## config.mk

```make
export PLATFORM = sky130hd
export DESIGN_NAME = caesar_ascii_rx
export DESIGN_NICKNAME = d
export VERILOG_FILES = /design/src/rtl/caesar_pkg.sv /design/src/rtl/caesar_mod26_shift.sv /design/src/rtl/caesar_ascii_rx.sv
export SDC_FILE = /design/constraint.sdc
export NUM_CORES = 1
export LEC_CHECK = 0
export BUFFER_PORTS_ARGS = -buffer_cell sky130_fd_sc_hd__buf_2
export CAP_MARGIN = 10
export CELL_PAD_IN_SITES_DETAIL_PLACEMENT = 1
export CELL_PAD_IN_SITES_GLOBAL_PLACEMENT = 2
export CORE_UTILIZATION = 35
export CTS_CLUSTER_DIAMETER = 120
export CTS_CLUSTER_SIZE = 28
export DETAILED_ROUTE_END_ITERATION = 10
export GPL_TIMING_DRIVEN = 0
export PLACE_DENSITY_LB_ADDON = 0.1
export SYNTH_ARGS = -nofsm -noshare
export SYNTH_HDL_FRONTEND = slang
export SYNTH_HIERARCHICAL = 1
export SYNTH_SLANG_ARGS = --single-unit
```

## constraint.sdc

```tcl
create_clock -name clk -period 2.85 [get_ports clk]
set_input_delay 0.4275 -clock clk [delete_from_list [all_inputs] [get_ports clk]]
set_output_delay 0.4275 -clock clk [all_outputs]
set_load 0.01 [all_outputs]
```

## src/rtl/caesar_pkg.sv

```systemverilog
// Shared constants, types and key helpers for the Caesar receive/transmit engines.
package caesar_pkg;

  localparam int unsigned ALPHA_N     = 26;
  localparam int unsigned ASCII_UPPER = 65;
  localparam int unsigned ASCII_LOWER = 97;
  localparam int unsigned IDX_W       = 5;
  localparam int unsigned BYTE_W      = 8;

  typedef enum logic [1:0] {
    NOKEY = 2'd0,
    RUN   = 2'd1,
    DRAIN = 2'd2
  } state_e;

  typedef logic [IDX_W-1:0] letter_t;

  // Classified letter travelling down the pipeline
  typedef struct packed {
    letter_t idx;
    logic    cap;
  } s1_t;

  // Shift values above the alphabet size cannot be committed
  function automatic logic key_legal(input logic [IDX_W-1:0] shift);
    return shift <= IDX_W'(ALPHA_N);
  endfunction

  // A full-alphabet shift is the identity
  function automatic letter_t key_mod(input logic [IDX_W-1:0] shift);
    return (shift == IDX_W'(ALPHA_N)) ? '0 : letter_t'(shift);
  endfunction

endpackage

```

## src/rtl/caesar_mod26_shift.sv

```systemverilog
// Combinational letter index +/- k modulo 26; k must already be reduced to 0..25.
module caesar_mod26_shift
  import caesar_pkg::*;
(
  input  logic [4:0] idx_i,
  input  logic [4:0] k_i,
  input  logic       dec_i,
  output logic [4:0] idx_o
);

  logic [5:0] diff;
  logic [5:0] sum;

  // Six-bit intermediate: bit 5 of the difference flags a borrow below 'a'
  always_comb begin
    diff  = {1'b0, idx_i} - {1'b0, k_i};
    sum   = {1'b0, idx_i} + {1'b0, k_i};
    idx_o = '0;
    if (dec_i) begin
      idx_o = diff[5] ? 5'(diff + 6'(ALPHA_N)) : 5'(diff);
    end else begin
      idx_o = (sum >= 6'(ALPHA_N)) ? 5'(sum - 6'(ALPHA_N)) : 5'(sum);
    end
  end

endmodule

```

## src/rtl/caesar_ascii_rx.sv

```systemverilog
// Streaming ASCII-to-one-hot Caesar receive engine with valid/ready on both sides.
// Optional error counter output err_cnt enabled by defining CAESAR_ERR_CNT_EN.
module caesar_ascii_rx
  import caesar_pkg::*;
(
  input  logic               clk,
  input  logic               rst_n,
  input  logic               key_load,
  input  logic [IDX_W-1:0]   key_shift,
  input  logic               key_dec,
  output logic               key_ack,
  input  logic               s_valid,
  output logic               s_ready,
  input  logic [BYTE_W-1:0]  s_data,
  output logic               m_valid,
  input  logic               m_ready,
  output logic [ALPHA_N-1:0] m_onehot,
  output logic [IDX_W-1:0]   m_index,
  output logic               m_cap,
  output logic               bad_byte
`ifdef CAESAR_ERR_CNT_EN
  ,
  output logic [15:0]        err_cnt
`endif
);

  state_e             state_q;
  letter_t            key_q, pend_key_q;
  logic               dec_q, pend_dec_q;
  logic               key_ack_q;
  logic               s1_valid_q, s2_valid_q, m_valid_q;
  s1_t                s1_q, s2_q;
  logic [ALPHA_N-1:0] m_onehot_q;
  letter_t            m_index_q;
  logic               m_cap_q;
  logic               bad_byte_q;

  logic    key_req, commit, pipe_empty;
  logic    out_adv, s2_adv, s1_adv, accept;
  logic    is_upper, is_lower, is_letter;
  s1_t     cls_d, s2_d;
  letter_t shift_idx;

  assign key_req    = key_load && key_legal(key_shift);
  assign pipe_empty = !s1_valid_q && !s2_valid_q && !m_valid_q;
  assign commit     = ((state_q == NOKEY) && key_req) || ((state_q == DRAIN) && pipe_empty);

  assign out_adv = !m_valid_q || m_ready;
  assign s2_adv  = !s2_valid_q || out_adv;
  assign s1_adv  = !s1_valid_q || s2_adv;
  assign s_ready = (state_q == RUN) && s1_adv && !key_req;
  assign accept  = s_valid && s_ready;

  assign is_upper  = (s_data >= 8'(ASCII_UPPER)) && (s_data < 8'(ASCII_UPPER + ALPHA_N));
  assign is_lower  = (s_data >= 8'(ASCII_LOWER)) && (s_data < 8'(ASCII_LOWER + ALPHA_N));
  assign is_letter = is_upper || is_lower;

  // Stage-1 classification of the incoming byte
  always_comb begin
    cls_d = '0;
    if (is_upper) begin
      cls_d.idx = letter_t'(s_data - 8'(ASCII_UPPER));
      cls_d.cap = 1'b1;
    end else if (is_lower) begin
      cls_d.idx = letter_t'(s_data - 8'(ASCII_LOWER));
    end
  end

  caesar_mod26_shift u_shift (
    .idx_i (s1_q.idx),
    .k_i   (key_q),
    .dec_i (dec_q),
    .idx_o (shift_idx)
  );

  assign s2_d = '{idx: shift_idx, cap: s1_q.cap};

  // Key-management FSM: key commits only with an empty pipeline
  always_ff @(posedge clk or negedge rst_n) begin
    if (!rst_n) begin
      state_q    <= NOKEY;
      key_q      <= '0;
      dec_q      <= 1'b1;
      pend_key_q <= '0;
      pend_dec_q <= 1'b1;
      key_ack_q  <= 1'b0;
    end else begin
      key_ack_q <= 1'b0;
      case (state_q)
        NOKEY: begin
          if (key_req) begin
            key_q     <= key_mod(key_shift);
            dec_q     <= key_dec;
            key_ack_q <= 1'b1;
            state_q   <= RUN;
          end
        end
        RUN: begin
          if (key_req) begin
            pend_key_q <= key_mod(key_shift);
            pend_dec_q <= key_dec;
            state_q    <= DRAIN;
          end
        end
        DRAIN: begin
          if (pipe_empty) begin
            key_q     <= pend_key_q;
            dec_q     <= pend_dec_q;
            key_ack_q <= 1'b1;
            state_q   <= RUN;
          end
        end
        default: state_q <= NOKEY;
      endcase
    end
  end

  // Two pipeline stages: classified byte, then shifted letter
  always_ff @(posedge clk or negedge rst_n) begin
    if (!rst_n) begin
      s1_valid_q <= 1'b0;
      s1_q       <= '0;
      s2_valid_q <= 1'b0;
      s2_q       <= '0;
      bad_byte_q <= 1'b0;
    end else begin
      bad_byte_q <= accept && !is_letter;
      if (s1_adv) begin
        s1_valid_q <= accept && is_letter;
        s1_q       <= cls_d;
      end
      if (s2_adv) begin
        s2_valid_q <= s1_valid_q;
        s2_q       <= s2_d;
      end
    end
  end

  // Output register holds its letter until the sink accepts it
  always_ff @(posedge clk or negedge rst_n) begin
    if (!rst_n) begin
      m_valid_q  <= 1'b0;
      m_onehot_q <= '0;
      m_index_q  <= '0;
      m_cap_q    <= 1'b0;
    end else if (out_adv) begin
      m_valid_q <= s2_valid_q;
      if (s2_valid_q) begin
        m_onehot_q <= ALPHA_N'(1) << s2_q.idx;
        m_index_q  <= s2_q.idx;
        m_cap_q    <= s2_q.cap;
      end
    end
  end

`ifdef CAESAR_ERR_CNT_EN
  localparam int unsigned ERR_W = 16;
  logic [ERR_W-1:0] err_cnt_q;

  // Saturating count of dropped non-letter bytes, cleared on key commit
  always_ff @(posedge clk or negedge rst_n) begin
    if (!rst_n) begin
      err_cnt_q <= '0;
    end else if (commit) begin
      err_cnt_q <= '0;
    end else if (accept && !is_letter && (err_cnt_q != '1)) begin
      err_cnt_q <= err_cnt_q + ERR_W'(1);
    end
  end

  assign err_cnt = err_cnt_q;
`endif

  assign key_ack  = key_ack_q;
  assign m_valid  = m_valid_q;
  assign m_onehot = m_onehot_q;
  assign m_index  = m_index_q;
  assign m_cap    = m_cap_q;
  assign bad_byte = bad_byte_q;

endmodule

```

### After elaboration in Yosys (flattened, before gate mapping)

Index checks and enable logic that the tools add are counted.
Widths: inputs -> output; s select.

| word-level totals | value |
|---|---|
| output and inout bits | 36 |
| word-level logic and storage cells | 81 |
| register bits after elaboration | 63 |

| operators by class | value |
|---|---|
| reduce and logical (&&, ||, !) cells | 25 |
| equal/unequal tests | 6 |
| muxes and demuxes | 20 |
| $add $sub $neg | 6 |
| shift-type cells | 1 |
| order comparisons | 6 |

Operator list:

| operator | number |
|---|---|
| $mux 5 | 8 |
| $shl 1x5->26 const A | 1 |
| $ge 8x7->1 const B | 2 |
| $lt 8x7->1 const B | 2 |
| $logic_and 1x1->1 | 10 |
| $pmux 5 s2 | 1 |
| $sub 5x1->5 const B | 2 |
| $add 5x5->6 | 1 |
| $ge 6x5->1 const B | 1 |
| $mux 2 | 3 |
| $ne 2x2->1 const B | 3 |
| $pmux 2 s3 | 1 |
| $reduce_and 3->1 | 2 |
| $sub 5x5->6 | 1 |
| $add 5x5->5 const B | 1 |
| $eq 5x5->1 const B | 1 |
| $le 5x5->1 const B | 1 |
| $logic_not 1->1 | 5 |
| $mux 1 | 5 |
| $sub 5x5->5 const B | 1 |
| $logic_or 1x1->1 | 4 |
| $pmux 1 s2 | 2 |
| $reduce_and 2->1 | 2 |
| $eq 2x1->1 const B | 1 |
| 3 further kinds | 3 |

### Longest topological paths before layout

Gate-level depths: netlist of run 1.

| logic depth | value |
|---|---|
| depth after elaboration | 8 |
| mapped depth | 11 |
| depth with buffers taken out | 11 |

### Hierarchy

The synthesis of run 1 kept the hierarchy.

Modules (own cells, without submodules):

| module | area each (um^2) | seq. area each (um^2) | instances | cells each |
|---|---|---|---|---|
| caesar_ascii_rx | 2672.6 | 1579.0 | 1 | 244 |
| caesar_mod26_shift | 679.4 | 0.0 | 1 | 90 |

### Worst setup path after synthesis of run 1

No wires, ideal clock.

| timing path | value |
|---|---|
| path kind | register to register |
| start | reg s1_q[1] (netlist bit) |
| end | reg s2_q[3] (netlist bit) |
| setup slack | 0.487 ns |
| cell stages (with the launch flop) | 11 |
| arrival | 2.298 ns |
| path buffers | 0 |
| data required time | 2.785 ns |
| path through | dfrtp_1 -> ha_1 -> inv_1 -> fa_1 -> and2_1 -> o21ai_1 -> nand4_2 -> o211ai_2 -> mux2_1 -> o21ai_1 -> mux2_2 |

| between the ends | value |
|---|---|
| longest elaborated chain between the ends | 4 |
| elaborated cells between the ends (all ways) | 8 |
| those cells by class | add/sub (4); order compare (1); mux (3) |

RTL lines:

| element | line | source |
|---|---|---|
| from (decl) | caesar_ascii_rx.sv:32 | `s1_t s1_q, s2_q;` |
| from (signal assigned) | caesar_ascii_rx.sv:130 | `s1_q <= cls_d;` |
| $add 5x5->6 or $sub 5x5->6 (tied branches) | caesar_mod26_shift.sv:17, caesar_mod26_shift.sv:16 |  |
| $sub 5x5->5 (tied with other cells) | caesar_mod26_shift.sv:22 | `idx_o = (sum >= 6'(ALPHA_N)) ? 5'(sum - 6'(ALPHA_N)) : 5'(sum);` |
| $mux 5 (on tied branches) | caesar_mod26_shift.sv:22, caesar_mod26_shift.sv:20 |  |
| $mux 5 (*) | caesar_mod26_shift.sv:19 | `if (dec_i) begin` |
| net shift_idx[2] | caesar_ascii_rx.sv:42 | `letter_t shift_idx;` |
| to (signal assigned) | caesar_ascii_rx.sv:124 | `s2_q <= '0;` |
| to (signal assigned) | caesar_ascii_rx.sv:134 | `s2_q <= s2_d;` |
| to (decl) | caesar_ascii_rx.sv:32 |  |

The timed path passes the listed nets; every way through them passes the cells marked *.
A chain may end at the register's enable or synchronous reset.

### Worst setup path after layout of run 1

Ends and elaborated chain as after synthesis.

==> run summary, run 1 <==
Status - completed
Top_reg_cell synth - dfrtp_1
Hold Fails Final Rpt - 0
Int Power - 2.484 mW
NetSw - 1.457 mW
First-pass GRT wire length - 12,960 um
Setup TNS - 0 ns
R2R Path End - s2_q[3]
Period minus WS final - 2.707 ns
Setup-failing EPs final - 0
Final nets - 435
Post-DP HPWL - 5819 um
Clock Sink Count - 63
Initial antenna violation count - 0
Port bufs - 54
Iter 0 DRT Violations - 94
Layout cell share with drive strength beyond 1 - 26.49%
Mapped Nets - 370
Post-DRT Antenna Nets - 0
Vias in the first global route - 2,647
Cell Count, Final, Fillers Out - 533
WL met3 - 300 um
Peak VDD IR - 0.3653 mV
Top routing layer used - met4
# rows - 35
RR Startpoint - s1_q[1]
CP Capture Type - flop
Yosys top cell area share - 45.54%
Area of the die - 9972 um^2
Yosys warnings - 6
Clock Skews - 0.01158 ns
Placer congestion estimate - 0.7485
Metal-1 WL - 3555 um
Post-Syn Instances - 334
Commonest non-fill, non-tap cell in the layout - nand2_1
Post-synth EDFFs - 0
Sequential area share after synthesis - 47.11%
Leading cell types in the layout, fill and taps excluded - nand2_1 (64), dfrtp_1 (61), buf_2 (57), o21ai_0 (32), inv_1 (16)
R2r setup slk - 0.14 ns
Comb power frac - 42.1%
Diode count - 0
Netlist cell types - 56
Congestion Overflow GR - 0
Hold/Removal Path Class - input pin to asynchronous set/reset pin
Total track usage - 17.03%
Worst-Margin Slew - 0.8060 ns
WP data arrival - 2.98 ns
Vias - 2,641
CP Max Fanout - 4
Power Dens Cells - 977.6 nW/um^2
Die width - 99.86 um
Synth Cell Area - 3352 um^2
Layout area overhead - 20.27%
DR WL met2 - 3934 um
Core area - 9240 um^2
P_leak - 1.973 nW
Net Sw Frac - 36.97%
Critical path type - flop to flop
Startpoint Class - flop
Clk buf depth - 2
Worst slew margin - 46.27%
Maxcap violations - 0
Post-Route WL - 7911 um
IO Count - 55
Root Buffer - clkbuf_8
Largest net degree at the start of global routing - 64
Crit share post-route - 94.99%
Seq pwr share - 34.3%
Die Height - 99.86 um
Share of flip-flops with an asynchronous set or reset - 100.0%
Worst-path clk slew - 0.07 ns
Htree depth - 3
Max-slew violations - 0
Syn avg cell area - 10.04 um^2
Post-synth top area cell - dfrtp_1
Drt wl/cell - 14.84 um
Initial core utilization - 36.28%
Hold_buf cts - 0
Worst R2R Path Depth - 10
CP Capture Point - s2_q[3]
Vias per cell - 4.955
CTS tree - done
Top post-synthesis cells by area - dfrtp_1 (46%), nand2_1 (7.2%), ha_1 (5.6%)
Worst skew pair latency - 0.34 ns
Crit path required time - 3.13 ns
# DRC - 0
Clock share of power - 23.7%
Crit. Startpoint - s1_q[1]
Inst Count DP - 517
Drt first pass iters - 4
Peak Freq - 0.3694 GHz
Num CTS Buffers - 9
Yosys reg bits - 63
[cells by family (layout without fill, tap and decap cells)]
logic type | Yosys count | after routing | share of synthesized area (%)
simple gates | 113 | 113 | 15.90
compound gates | 82 | 82 | 16.39
flops | 63 | 63 | 47.11
buf+inv | 29 | 99 | 3.845
mux | 20 | 20 | 7.354
fa+ha+maj | 17 | 17 | 6.794
xor+xnor | 10 | 10 | 2.613
[flip-flops by register name, summed over array words and instances, names as in the netlist, 2 cells and up]
register	count
pend_key_q	5
s2_q	6
state_q	2
m_index	5
s1_q	6
key_q	5
m_onehot	26
[cell usage after synthesis (2+ instances only)]
library cell,number
a211o_1,2
a211oi_1,3
a21o_1,3
a21oi_1,12
and2_1,2
and3_1,2
buf_1,4
buf_2,4
buf_6,2
clkbuf_1,3
dfrtp_1,61
dfstp_2,2
fa_1,2
ha_1,15
inv_1,16
mux2_2,12
mux2_4,6
nand2_1,64
nand2b_1,8
nand3_1,5
nand3b_1,2
nand4b_1,2
nor2_1,12
nor2b_1,3
nor3_1,4
o211ai_2,2
o21ai_0,32
o21ai_1,3
o31ai_1,8
o41ai_1,4
xnor2_1,6
xor2_1,4
[power groups by stage]
stage	sequential (mW)	combinational, mW	clock [mW]
after floorplan	1.37	1.16	0
after global placement	1.37	1.60	0
after detailed placement	1.38	1.65	0
after CTS	1.36	1.67	0.963
after global routing	1.39	1.85	0.996
final	1.35	1.66	0.933
[per-stage QoR]
stage | util, % | hold slack (ns) | area [um^2] | setup WS [ns] | power, mW
finish | 43.63 | 0.1753 | 4031 | 0.1427 | 3.941
floorplan | - | 0.1319 | 3352 | 0.4869 | 2.528
global placement | 40.95 | 0.4558 | 3784 | 0.2168 | 2.974
detailed placement | 40.97 | 0.4576 | 3786 | 0.1536 | 3.024
CTS | 43.53 | 0.1910 | 4023 | 0.1039 | 3.997
global route | 43.63 | 0.2407 | 4031 | -0.005462 | 4.243
[layer usage]
layer | vias up | GRT usage, %
li1 | 1291 | -
met1 | 1289 | 21.00
met2 | 54 | 29.02
met3 | 7 | 3.064
met4 | 0 | 7.805
met5 | - | 0
[area by class of cell]
cell class / instances / area (um^2)
inverters: 16 / 60.06
flip-flops and latches: 63 / 1579
repair buffers: 54 / 272.8
plain buffers: 13 / 68.82
well taps: 129 / 161.4
clock buffers: 10 / 127.6
clock inverters: 6 / 108.9
multi-input cells: 242 / 1653
fillers: 1067 / 5209
[worst max-delay path, cell delays in order, from the launching register on]
cell and delay [ns]:
dfrtp_1 0.40, ha_1 0.22, inv_1 0.07, fa_1 0.48, and2_1 0.20, o21ai_1 0.15
nand4_2 0.17, o211ai_4 0.28, mux2_1 0.36, o21ai_1 0.15, mux2_2 0.17
[worst min path at each step]
stage	from	cells after the start	endpoint
4_1_cts	rst_n	1	m_onehot[1]
5_1_grt	rst_n	1	m_onehot[13]
6_report	rst_n	1	m_onehot[12]
3_3_place_gp	m_onehot[3]	2	m_onehot[3]
2_1_floorplan	rst_n	0	bad_byte
3_5_place_dp	m_cap	2	m_cap
[timing repair]
item | in CTS | in global routing
resized for setup | 0 | 1
setup buffers | 0 | 0
setup endpoints to repair | 0 | 1
Power figures use the tool's default switching activity.
==> run 2: changes to the inputs <==
==> constraint.sdc (replaced) <==
create_clock -name clk -period 2.85 [get_ports clk]
set_input_delay 0.4275 -clock clk [delete_from_list [all_inputs] [get_ports clk]]
set_output_delay 0.4275 -clock clk [all_outputs]
set_load 0.1 [all_outputs]
==> run summary, run 2 (synthesis results as in run 1) <==
Placer congestion estimate - 0.7256 (was 0.7485)
Leading cell types in the layout, fill and taps excluded - nand2_1 (64), dfrtp_1 (61), buf_2 (57), o21ai_0 (32), inv_1 (16) (unchanged)
WP data arrival - 2.89 ns (was 2.98 ns)
Cells along the critical path - ha_1 -> inv_1 -> fa_1 -> and2_1 -> o21ai_1 -> nand4_2 -> o211ai_2 -> mux2_1 -> o21ai_1 -> mux2_2 (was ha_1 -> inv_1 -> fa_1 -> and2_1 -> o21ai_1 -> nand4_2 -> o211ai_4 -> mux2_1 -> o21ai_1 -> mux2_2)
Largest register FFs - 26 (unchanged)
Post-DP HPWL - 5784 um (was 5819 um)
Maxcap violations - 0 (unchanged)
Setup TNS - 0 ns (unchanged)
Crit-path leading delay family - adder cells (unchanged)
Initial core utilization - 36.28% (unchanged)
Worst skew pair latency - 0.34 ns (about the same)
Post-DRT Antenna Nets - 0 (unchanged)
Final Worst Setup Slack - 0.2241 ns (was 0.1427 ns)
Crit path required time - 3.12 ns (was 3.13 ns)
Die width - 99.86 um (unchanged)
Net Sw Frac - 48.98% (was 36.97%)
Die Height - 99.86 um (unchanged)
Peak Freq - 0.3808 GHz (was 0.3694 GHz)
Initial antenna violation count - 0 (unchanged)
Period minus WS final - 2.626 ns (was 2.707 ns)
Hold Fails Final Rpt - 0 (unchanged)
Congestion Overflow GR - 0 (unchanged)
Layout cell share with drive strength beyond 1 - 26.73% (was 26.49%)
Hold_buf cts - 0 (unchanged)
Num CTS Buffers - 9 (unchanged)
First-pass GRT wire length - 13,270 um (was 12,960 um)
Crit share post-route - 92.14% (was 94.99%)
Total design power - 4.505 mW (was 3.941 mW)
Layer with the highest usage - met2 (unchanged)
Vias in the first global route - 2,682 (was 2,647)
Worst-path clk slew - 0.07 ns (about the same)
Iter 0 DRT Violations - 60 (was 94)
Post-CTS setup repair buffer count - 0 (unchanged)
Worst slew margin - 46.45% (was 46.27%)
Seq pwr share - 30.1% (was 34.3%)
Drt first pass iters - 3 (was 4)
Core area - 9240 um^2 (unchanged)
Clk buf depth - 2 (unchanged)
Power Dens Cells - 1130 nW/um^2 (was 977.6 nW/um^2)
Post-Route WL - 7716 um (was 7911 um)
Commonest non-fill, non-tap cell in the layout - nand2_1 (unchanged)
Htree depth - 3 (unchanged)
CP Max Fanout - 4 (unchanged)
Total track usage - 17.20% (was 17.03%)
Slowest-stage cell, CP - fa_1 (unchanged)
P_leak - 1.952 nW (was 1.973 nW)
Clock Skews - 0.01818 ns (was 0.01158 ns)
# resized after CTS - 0 (unchanged)
Peak VDD IR - 0.3497 mV (was 0.3653 mV)
Layout area overhead - 18.92% (was 20.27%)
CP dominant cell by count - o21ai_1 (unchanged)
Port bufs - 54 (unchanged)
Slowest stage delay, CP - 0.49 ns (was 0.48 ns)
Largest net degree at the start of global routing - 64 (unchanged)
GR Util met1 - 22.03% (was 21.00%)
CTS tree - done (unchanged)
Finished Core Util - 43.14% (was 43.63%)
Drt wl/cell - 14.48 um (was 14.84 um)
Setup-failing EPs final - 0 (unchanged)
Area of the die - 9972 um^2 (unchanged)
M3 GR Usage - 2.994% (was 3.064%)
Clock share of power - 16.6% (was 23.7%)
Max-slew violations - 0 (unchanged)
CP Capture Type - flop (unchanged)
Startpoint Class - flop (unchanged)
Status - completed (unchanged)
Comb power frac - 53.3% (was 42.1%)
Root Buffer - clkbuf_8 (unchanged)
Diode count - 0 (unchanged)
NetSw - 2.207 mW (was 1.457 mW)
Final nets - 435 (unchanged)
Vias - 2,596 (was 2,641)
Clock Sink Count - 63 (unchanged)
# rows - 35 (unchanged)
Critical path type - flop to flop (unchanged)
Int Power - 2.299 mW (was 2.484 mW)
# DRC - 0 (unchanged)
IO Count - 55 (unchanged)
Vias per cell - 4.871 (was 4.955)
Place WS - 0.2329 ns (was 0.1536 ns)
Buf/Inv on CP - 1 (unchanged)
RSZ-0062 raised after global routing - false
Worst-Margin Slew - 0.8032 ns (was 0.8060 ns)
Hold/Removal Path Class - input pin to asynchronous set/reset pin (unchanged)
Met2 usage - 28.75% (was 29.02%)
==> run 2: cell type report <==
class / instances / area (um^2)
Buffer: 13 / 68.82
Clock buffer: 10 / 127.6
Clock inverter: 6 / 61.31
Fill cell: 1076 / 5254
Inverter: 16 / 60.06
Multi-Input combinational cell: 242 / 1655
Sequential cell: 63 / 1579
Tap cell: 129 / 161.4
Timing Repair Buffer: 54 / 272.8
==> run 2: per-layer routing <==
layer	share of wire [%]	vias up
met1	48	1252
li1	-	1292
met3	2.7	10
met4	1.6	0
met2	48	42
met5	0	-
==> run 2: worst paths after layout <==
| check | startpoint | endpoint | slack (ns) | cells after the start |
|---|---|---|---|---|
| worst max-delay path | s1_q[1] | s2_q[3] | 0.22 | 10 |
| worst min-delay path | rst_n | m_onehot[12] | 0.18 | 1 |
| worst max register to register | s1_q[1] | s2_q[3] | 0.22 | 10 |
| worst min register to register | m_cap | m_cap | 0.48 | 2 |
| max in group asynchronous | rst_n | s2_q[1] | 2.15 | 1 |
| min in group clk | s_data[5] | s1_q[0] | 0.26 | 2 |
==> run 2: per-stage QoR <==
stage | std cells | hold WS [ns] | area [um^2]
global route | 533 | 0.2416 | 3986
finish | 533 | 0.1794 | 3986
CTS | 533 | 0.1978 | 3986
detailed placement | 517 | 0.4624 | 3797
global placement | 517 | 0.4564 | 3795
floorplan | 334 | 0.1319 | 3363
==> run 2: power by group through the flow <==
stage | Combinational (mW) | Sequential (mW) | Clock [mW]
finish | 2.40 | 1.36 | 0.749
global route | 2.62 | 1.40 | 0.812
CTS | 2.42 | 1.36 | 0.781
detailed placement | 2.42 | 1.38 | 0
global placement | 2.39 | 1.37 | 0
floorplan | 1.20 | 2.10 | 0
